$ cat src/rtl/hazard_ctrl.sv
// Pipeline sequencer for the 5-stage core: load-use stalls, branch flushes, RAM wait and halt drain.
// Performance counters are built only when HAZ_PERF_CNT_EN is defined; otherwise the ports read 0.
module hazard_ctrl #(
  parameter int LU_STALL_CYCLES = 2,
  parameter int DRAIN_CYCLES    = 3
) (
  input  logic        clk,
  input  logic        rst,
  input  logic [4:0]  IF_ID_Rs,
  input  logic [4:0]  IF_ID_Rt,
  input  logic        IF_ID_UsesRt,
  input  logic        ID_EX_MemRead,
  input  logic [4:0]  ID_EX_Rd,
  input  logic        EX_MEM_Branch,
  input  logic        mem_busy,
  input  logic        halt_req,
  output logic        PC_Write,
  output logic        IF_ID_Write,
  output logic        IF_ID_Flush,
  output logic        ID_EX_Write,
  output logic        ID_EX_Bubble,
  output logic        EX_MEM_Write,
  output logic        EX_MEM_Flush,
  output logic        MEM_WB_Bubble,
  output logic        halted,
  output logic [1:0]  ctrl_state,
  output logic [31:0] stall_cnt,
  output logic [31:0] flush_cnt,
  output logic [31:0] wait_cnt
);

  // state    | meaning
  // RUN      | normal issue, hazards and halt evaluated
  // LU_STALL | remaining load-use bubbles being inserted
  // DRAIN    | halt accepted, older instructions retiring
  // HALT     | core stopped until reset
  typedef enum logic [1:0] {
    RUN      = 2'd0,
    LU_STALL = 2'd1,
    DRAIN    = 2'd2,
    HALT     = 2'd3
  } ctrlState_t;

  localparam logic [3:0] LU_LOAD    = 4'(LU_STALL_CYCLES - 1);
  localparam logic [3:0] DRAIN_LOAD = 4'(DRAIN_CYCLES);

  ctrlState_t state, stateNext;
  logic [3:0] stallCnt, stallCntNext;
  logic [3:0] drainCnt, drainCntNext;
  logic       loadUse;
  logic       branchTaken;

  assign loadUse = ID_EX_MemRead && (ID_EX_Rd != 5'd0) &&
                   ((ID_EX_Rd == IF_ID_Rs) || (IF_ID_UsesRt && (ID_EX_Rd == IF_ID_Rt)));
  assign branchTaken = !mem_busy && EX_MEM_Branch && (state != HALT);

  always_ff @(posedge clk or negedge rst) begin
    if (!rst) begin
      state    <= RUN;
      stallCnt <= 4'd0;
      drainCnt <= 4'd0;
    end else begin
      state    <= stateNext;
      stallCnt <= stallCntNext;
      drainCnt <= drainCntNext;
    end
  end

  always_comb begin
    stateNext     = state;
    stallCntNext  = stallCnt;
    drainCntNext  = drainCnt;
    PC_Write      = 1'b1;
    IF_ID_Write   = 1'b1;
    IF_ID_Flush   = 1'b0;
    ID_EX_Write   = 1'b1;
    ID_EX_Bubble  = 1'b0;
    EX_MEM_Write  = 1'b1;
    EX_MEM_Flush  = 1'b0;
    MEM_WB_Bubble = 1'b0;

    if (mem_busy) begin
      // Whole pipe frozen; a pending branch stays in EX/MEM and fires later.
      PC_Write      = 1'b0;
      IF_ID_Write   = 1'b0;
      ID_EX_Write   = 1'b0;
      EX_MEM_Write  = 1'b0;
      MEM_WB_Bubble = 1'b1;
    end else if (branchTaken) begin
      IF_ID_Flush  = 1'b1;
      ID_EX_Bubble = 1'b1;
      EX_MEM_Flush = 1'b1;
      stateNext    = RUN;
      stallCntNext = 4'd0;
      drainCntNext = 4'd0;
    end else begin
      case (state)
        RUN: begin
          if (loadUse) begin
            PC_Write     = 1'b0;
            IF_ID_Write  = 1'b0;
            ID_EX_Bubble = 1'b1;
            if (LU_STALL_CYCLES > 1) begin
              stallCntNext = LU_LOAD;
              stateNext    = LU_STALL;
            end
          end else if (halt_req) begin
            PC_Write     = 1'b0;
            IF_ID_Write  = 1'b0;
            ID_EX_Bubble = 1'b1;
            drainCntNext = DRAIN_LOAD;
            stateNext    = DRAIN;
          end
        end
        LU_STALL: begin
          PC_Write     = 1'b0;
          IF_ID_Write  = 1'b0;
          ID_EX_Bubble = 1'b1;
          if (stallCnt <= 4'd1) begin
            stallCntNext = 4'd0;
            stateNext    = RUN;
          end else begin
            stallCntNext = stallCnt - 4'd1;
          end
        end
        DRAIN: begin
          PC_Write     = 1'b0;
          IF_ID_Write  = 1'b0;
          ID_EX_Bubble = 1'b1;
          if (drainCnt <= 4'd1) begin
            drainCntNext = 4'd0;
            stateNext    = HALT;
          end else begin
            drainCntNext = drainCnt - 4'd1;
          end
        end
        HALT: begin
          PC_Write     = 1'b0;
          IF_ID_Write  = 1'b0;
          ID_EX_Bubble = 1'b1;
        end
        default: stateNext = RUN;
      endcase
    end
  end

  assign halted     = (state == HALT);
  assign ctrl_state = state;

`ifdef HAZ_PERF_CNT_EN
  logic        incStall, incFlush, incWait;
  logic [31:0] stallReg, flushReg, waitReg;

  assign incWait  = mem_busy;
  assign incFlush = branchTaken;
  assign incStall = !mem_busy && !branchTaken &&
                    (((state == RUN) && loadUse) || (state == LU_STALL));

  // Saturating at all-ones so long runs never wrap back to small values.
  always_ff @(posedge clk or negedge rst) begin
    if (!rst) begin
      stallReg <= 32'd0;
      flushReg <= 32'd0;
      waitReg  <= 32'd0;
    end else begin
      if (incStall && (stallReg != 32'hFFFF_FFFF)) stallReg <= stallReg + 32'd1;
      if (incFlush && (flushReg != 32'hFFFF_FFFF)) flushReg <= flushReg + 32'd1;
      if (incWait  && (waitReg  != 32'hFFFF_FFFF)) waitReg  <= waitReg  + 32'd1;
    end
  end

  assign stall_cnt = stallReg;
  assign flush_cnt = flushReg;
  assign wait_cnt  = waitReg;
`else
  assign stall_cnt = 32'd0;
  assign flush_cnt = 32'd0;
  assign wait_cnt  = 32'd0;
`endif

endmodule
$ cat config.mk
export PLATFORM = sky130hd
export DESIGN_NAME = hazard_ctrl
export DESIGN_NICKNAME = d
export VERILOG_FILES = /design/src/rtl/hazard_ctrl.sv
export SDC_FILE = /design/constraint.sdc
export NUM_CORES = 1
export LEC_CHECK = 0
export ABC_AREA = 1
export CORE_MARGIN = 4
export CORE_UTILIZATION = 36
export DETAILED_ROUTE_END_ITERATION = 10
export PLACE_DENSITY_LB_ADDON = 0.05
export SLEW_MARGIN = 20
export SYNTH_ARGS = -nofsm -noshare
export SYNTH_HDL_FRONTEND = slang
export SYNTH_SLANG_ARGS = --single-unit
$ cat constraint.sdc
create_clock -name clk -period 2 [get_ports clk]
set_input_delay 0.4 -clock clk [delete_from_list [all_inputs] [get_ports clk]]
set_output_delay 0.4 -clock clk [all_outputs]
set_load 0.03 [all_outputs]
==> impl_metrics.yaml, run 1 <==
setup_path:
  critical_path.reg2reg.startpoint: "drainCnt[0]"
  reg2reg_setup_slack_ns: 0.33
  cp_data_required_time_ns: 1.60
  worst_r2r_path_depth: 9
  highest_fanout_seen_on_the_critical_path: 5
  setup.worst_path.class: "reg -> out"
  worst_ep_arrival_time_ns: 1.49
  crit_path_start_kind: "flip-flop"
  timing.critical_path.to_type: "output pin"
  crit-reg2reg-capture: "ctrl_state[1]"
sta:
  hold_ws_ns: 0.473
  setup_viol: 0
  fin_skew_ns: 0.000422
  timing_max_transition_violations_final: 0
  post-route-period-util: 0.947
  totalNegativeSetupSlack_ns: 0
  layout_min_cycle_time_ns: 1.89
  finalHoldViolCount: 0
  final_critical_path_setup_slack_ns: 0.105
  clock.fmax_ghz: 0.528
power_and_ir_drop:
  sw_frac_of_total: 0.529
  share_comb_of_total_power: 0.672
  static-leakage-power_nw: 1.13
  power.total_mw: 1.82
  p_int_uw: 856
  power_frac_clock: 0.135
  irDropWorstVdd_uv: 585
  power_frac_seq: 0.193
  power_density_mw_per_mm2: 936
  power.switching_uw: 962
route:
  post-route-drc-count: 0
  drt-total-wl_um: 3280
  detailedRoute.firstIterationViolations: 24
  via_total_after_detailed_routing: 1351
  detailed_route_wire_length_per_cell_um: 8.87
  drtPass1Iterations: 4
  ant_nets_after_route: 0
  dr_vias_cell: 3.65
cts:
  max-clock-path-buffers: 2
  clkTransAtPathRegs_ns: 0.05
  cts_root_buffer: "sky130_fd_sc_hd__clkbuf_8"
  cts_num_sinks: 10
  ctsHtreeMaxLevel: 1
  postCtsHoldBufs: 0
  cts_made_buffers: 3
  clkLatencyLatePin_ns: 0.23
  cts_tree: "yes"
synthesis:
  postSynthRegisterBits: 10
  synth-warning-count: 0
  top_cells_by_count_synth: "100 x sky130_fd_sc_hd__buf_4, 50 x sky130_fd_sc_hd__nand2_1, 24 x sky130_fd_sc_hd__inv_1"
  ys_top_cells_by_area: "sky130_fd_sc_hd__buf_4 41%, sky130_fd_sc_hd__dfrtp_1 14%, sky130_fd_sc_hd__nand2_1 10%, sky130_fd_sc_hd__ha_1 6.2%, sky130_fd_sc_hd__inv_1 4.9%"
  synth_cell_type_count: 26
  yosysTopAreaCell: "sky130_fd_sc_hd__buf_4"
  postSynth.topFlopCell: "sky130_fd_sc_hd__dfrtp_1"
  async_reset_ff_frac: 1.00
  synth_enable_flop_cells: 0
  yosys.area.top_type_share: 0.412
  synth.most_common_cell: "sky130_fd_sc_hd__buf_4"
  postSynthAreaPerCell_um2: 6.93
  post_synthesis_sequential_area_ratio: 0.137
  synth_cells: 263
  mappedNetlistArea_mm2: 0.00182
place:
  post_dp_cell_area_mm2: 0.00184
  place.gp.congestion: 0.732
  dp_hpwl_um: 2960
  pre_cts_setup_slack_ns: -0.302
  buffers_on_ports: 32
  place.detailed.instances: 361
run:
  maxCapViolCount: 0
floorplan:
  std_cell_rows: 25
  die_width_um: 79.2
  core_area_mm2: 0.00482
  design.portCount: 129
  die_outline_area_mm2: 0.00627
  die_height_um: 79.2
  initial_core_util: 0.378
global_routing:
  grt_start_max_net_pins: 11
  grt_overflow_total: 0
  global_route_wire_length_before_repair_um: 5050
  number_of_global_route_vias_before_repair: 1162
  grt_antenna_before_repair: 0
  grt_util_all_layers: 0.0985
finish:
  finish.instance_area_mm2: 0.00194
  num-nets-final: 335
  utilization: 0.403
  drive_above_1_share: 0.215
  diodes: 0
  synthToLayoutAreaGrowth_pct: 6.52
  final_standard_cell_count_with_taps_included_and_fillers_excluded: 370
hold_path:
  hold_class: "in -> async"
outcome:
  status: "finished clean"
critical path: stages, from the launching register on:
cell                              delay (ns)
sky130_fd_sc_hd__dfrtp_2                0.40
sky130_fd_sc_hd__ha_2                   0.20
sky130_fd_sc_hd__clkdlybuf4s50_1        0.67
cells in the final DEF (no fill, tap or decap), types with 3 or more instances in the layout:
cell	n
sky130_fd_sc_hd__clkdlybuf4s50_1	8
sky130_fd_sc_hd__nand3_2	3
sky130_fd_sc_hd__dfrtp_1	8
sky130_fd_sc_hd__buf_6	3
sky130_fd_sc_hd__conb_1	96
sky130_fd_sc_hd__a21oi_1	3
sky130_fd_sc_hd__nand2_1	44
sky130_fd_sc_hd__nor4_1	3
sky130_fd_sc_hd__nand3_1	9
sky130_fd_sc_hd__nor2_2	6
sky130_fd_sc_hd__nor3_1	3
sky130_fd_sc_hd__o21ai_1	4
sky130_fd_sc_hd__clkdlybuf4s15_1	5
sky130_fd_sc_hd__inv_1	22
sky130_fd_sc_hd__nand4_1	3
sky130_fd_sc_hd__dlygate4sd2_1	3
sky130_fd_sc_hd__clkbuf_8	4
sky130_fd_sc_hd__nand2_2	8
sky130_fd_sc_hd__xnor2_1	4
sky130_fd_sc_hd__ha_1	8
sky130_fd_sc_hd__buf_4	15
sky130_fd_sc_hd__inv_2	5
sky130_fd_sc_hd__o21ai_0	5
sky130_fd_sc_hd__clkbuf_2	8
sky130_fd_sc_hd__nor2_1	8
sky130_fd_sc_hd__nand2_4	4
cell type report:
cell class	instances	area, um^2
fill	537	2880
timing repair buffer	42	343
tap	67	83.8
clock buffer	4	55.1
sequential	10	253
multi-input combinational	218	1090
inverter	29	114
power groups by stage:
stage | clock, mW | sequential (mW) | combinational, mW
floorplan | 0 | 0.368 | 1.07
global placement | 0 | 0.354 | 1.21
detailed placement | 0 | 0.355 | 1.20
CTS | 0.256 | 0.351 | 1.22
global route | 0.269 | 0.364 | 1.37
finish | 0.246 | 0.351 | 1.22
state kept, by name (all words and copies together) (netlist names):
signal	cells
ctrl_state	2
drainCnt	4
stallCnt	4
metal layers:
metal,GRT usage,wire [um]
met4,0.0155,0
met2,0.169,1520
met5,0,0
met1,0.127,1430
met3,0.0238,338
logic make-up (layout without fill, tap and decap cells):
group                      Yosys count  in the layout  synth area share
AOI/OAI and AO/OA                   14             14            0.0426
xor gates and xnor gates             5              5            0.0240
adders and majority gates            9              9            0.0618
buffers and inverters              130             75             0.479
DFF                                 10             10             0.137
other                                1             96           0.00206
and+or+nand+nor                     94             94             0.253
how the worst max path moves through the flow:
stage                       start     endpoint  slack (ns)  cells after the start
floorplan           ctrl_state[0]     PC_Write        0.04                      6
finish              ctrl_state[0]       halted        0.11                      2
detailed placement    ID_EX_Rd[1]     PC_Write       -0.30                     11
global placement      ID_EX_Rd[1]  IF_ID_Write       -0.28                     11
global route          IF_ID_Rt[1]  IF_ID_Write     -0.0004                     13
CTS                   ID_EX_Rd[0]     PC_Write        0.01                     11
repair_timing:
item | in CTS | in global routing
gates resized for setup | 26 | 30
pin swaps | 13 | 23
setup buffers | 5 | 1
endpoints found under the setup margin | 3 | 15
No activity file was read; power rests on OpenSTA's default activity.
==> run 2: changes to the inputs <==
--- a/config.mk
+++ b/config.mk
@@ -9,7 +9,7 @@
 export CORE_MARGIN = 4
 export CORE_UTILIZATION = 36
 export DETAILED_ROUTE_END_ITERATION = 10
-export PLACE_DENSITY_LB_ADDON = 0.05
+export PLACE_DENSITY = 0.92
 export SLEW_MARGIN = 20
 export SYNTH_ARGS = -nofsm -noshare
 export SYNTH_HDL_FRONTEND = slang
==> run 2 against run 1 <==
Compared with the run above: sequential power hardly changed; wire length hardly changed; sequential cell count stayed put; global-route usage is 0.23 points higher; utilization is 1.5 points lower; combinational power hardly changed; cell count is 1.4% lower; cell area is 3.6% lower; total power is 1.2% lower; critical path depth stayed put; sequential share of layout area is 0.49 points higher; hold slack worse by 0.019 ns.
==> impl_metrics.yaml, run 2 (synthesized netlist as in run 1, its figures left out) <==
finish:
  n_fill_cell: 525
  final_standard_cell_count_with_taps_included_and_fillers_excluded: 365
  layout_common_cells: "96 x sky130_fd_sc_hd__conb_1, 47 x sky130_fd_sc_hd__nand2_1, 21 x sky130_fd_sc_hd__inv_1"
  synthToLayoutAreaGrowth_pct: 2.68
  finish.instance_area_mm2: 0.00187
  num-nets-final: 330
  ff_latch_area_um2: 253
  drive_above_1_share: 0.174
  layout.cells.most_common: "sky130_fd_sc_hd__conb_1"
  multiInputGateArea_mm2: 0.00108
  diodes: 0
route:
  detailedRoute.firstIterationViolations: 33
  ant_nets_after_route: 0
  drt-total-wl_um: 3290
  dr_vias_cell: 3.75
  drtPass1Iterations: 4
  via_total_after_detailed_routing: 1368
  post-route-drc-count: 0
  detailed_route_wire_length_per_cell_um: 9.00
setup_path:
  critical_path.top_delay_family: "buffers and inverters"
  setup.worst_path.class: "reg -> out"
  highest_fanout_seen_on_the_critical_path: 5
  worst_ep_arrival_time_ns: 1.51
  crit_path_start_kind: "flip-flop"
  slowest_stage: "sky130_fd_sc_hd__clkdlybuf4s50_1"
  timing.critical_path.to_type: "output pin"
  cp_data_required_time_ns: 1.60
  critical_path.cell_chain: "ha_2 -> clkdlybuf4s50_1"
  buf_inv_on_cp: 1
  stage_delay_of_the_slowest_cell_on_the_critical_path_ns: 0.67
cts:
  cts_num_sinks: 10
  clkTransAtPathRegs_ns: 0.05
  clkLatencyLatePin_ns: 0.24
  postCtsHoldBufs: 0
  cts_root_buffer: "sky130_fd_sc_hd__clkbuf_8"
  ctsHtreeMaxLevel: 1
  cts.repair_timing.setup_buffer_count: 0
  cts_made_buffers: 3
  cts_tree: "yes"
  max-clock-path-buffers: 2
global_routing:
  grt_antenna_before_repair: 0
  grt_util_all_layers: 0.101
  grt_overflow_total: 0
  grt_start_max_net_pins: 11
  number_of_global_route_vias_before_repair: 1196
  global_route_wire_length_before_repair_um: 5060
hold_path:
  hold_class: "in -> async"
sta:
  clock.fmax_ghz: 0.522
  final_critical_path_setup_slack_ns: 0.0853
  maxSlewHeadroom: 0.663
  timing_max_transition_violations_final: 0
  layout_min_cycle_time_ns: 1.91
  worstMarginPinSlew_ns: 0.501
  fin_skew_ns: 0.0117
  post-route-period-util: 0.957
  rsz_0062_raised_after_global_routing: "no"
  totalNegativeSetupSlack_ns: 0
  hold_ws_ns: 0.454
  setup_viol: 0
  finalHoldViolCount: 0
floorplan:
  std_cell_rows: 25
  design.portCount: 129
  die_width_um: 79.2
  die_height_um: 79.2
  core_area_mm2: 0.00482
  initial_core_util: 0.378
  die_outline_area_mm2: 0.00627
place:
  place.detailed.instances: 361
  buffers_on_ports: 32
  dp_hpwl_um: 2940
  place.gp.congestion: 0.783
  pre_cts_setup_slack_ns: -0.237
  post_dp_cell_area_mm2: 0.00184
power_and_ir_drop:
  power_density_mw_per_mm2: 960
  static-leakage-power_nw: 1.10
  irDropWorstVdd_uv: 293
outcome:
  status: "finished clean"
run:
  maxCapViolCount: 0
## run 2: changes by cell type in the layout (fill, tap and decap cells not counted), moves of 2 or more
cell | before | now
sky130_fd_sc_hd__buf_4 | 15 | 11
sky130_fd_sc_hd__clkbuf_2 | 8 | 6
sky130_fd_sc_hd__clkdlybuf4s15_1 | 5 | 0
sky130_fd_sc_hd__dlygate4sd2_1 | 3 | 10
sky130_fd_sc_hd__inv_2 | 5 | 7
sky130_fd_sc_hd__nand2_1 | 44 | 47
sky130_fd_sc_hd__nand2_2 | 8 | 5
sky130_fd_sc_hd__nor2_1 | 8 | 10
sky130_fd_sc_hd__nor2_2 | 6 | 4
## run 2: worst paths after layout
| path | startpoint | end | slack, ns | cells past startpoint |
|---|---|---|---|---|
| min in group clk | stallCnt[1] | stallCnt[1] | 0.51 | 2 |
| max | ctrl_state[0] | halted | 0.09 | 2 |
| max in group asynchronous | rst | ctrl_state[0] | 1.23 | 1 |
| min | rst | drainCnt[2] | 0.45 | 1 |
| min reg2reg | stallCnt[1] | stallCnt[1] | 0.51 | 2 |
| max reg2reg | drainCnt[0] | ctrl_state[1] | 0.29 | 9 |
## run 2: area by class of cell
| type | instances | share of cell area |
|---|---|---|
| multi-input combinational | 218 | 0.575 |
| timing repair buffer | 37 | 0.162 |
| sequential | 10 | 0.135 |
| inverter | 29 | 0.0595 |
| tap | 67 | 0.0448 |
| clock buffer | 4 | 0.0241 |
## run 2: stage by stage
stage / util / power [mW]
after floorplan: - / 1.44
after global placement: 0.383 / 1.51
after detailed placement: 0.383 / 1.56
after CTS: 0.391 / 1.79
after global routing: 0.389 / 1.96
final: 0.389 / 1.80
## run 2: power by group
group	total, mW	switching, mW	leakage [nW]	internal [mW]
Clock	0.224	0.0840	0.0228	0.140
Combinational	1.22	0.826	0.947	0.397
Sequential	0.349	0.0742	0.130	0.275
Total	1.80	0.985	1.10	0.812
## run 2: worst reg2reg max path: cells and delay by family, from the launching register on
kind                     cells  cell delay (ns)
AO/OA/AOI/OAI                2             0.51
adder cells (fa/ha/maj)      1             0.23
buffers and inverters        1             0.08
flip-flops                   1             0.38
AND/OR/NAND/NOR              5             0.42
## run 2: metal layers
layer  global-route usage  wire, um  share of wire
met4               0.0447        57          0.017
met2                0.199      1830           0.56
met5                    0         0              0
met1               0.0957      1100           0.33
met3               0.0261       304          0.093
## run 2: repair_timing
item,in CTS,in global routing
gates resized for setup,23,17
setup endpoints to repair,3,3
pin swaps,13,12
==> run 3: changes to the inputs <==
--- a/config.mk
+++ b/config.mk
@@ -8,6 +8,7 @@
 export ABC_AREA = 1
 export CORE_MARGIN = 4
 export CORE_UTILIZATION = 36
+export CTS_CLUSTER_SIZE = 8
 export DETAILED_ROUTE_END_ITERATION = 10
 export PLACE_DENSITY = 0.92
 export SLEW_MARGIN = 20
==> results of run 3 <==
The final DEF is identical to that of run 2; final timing and power are the same.
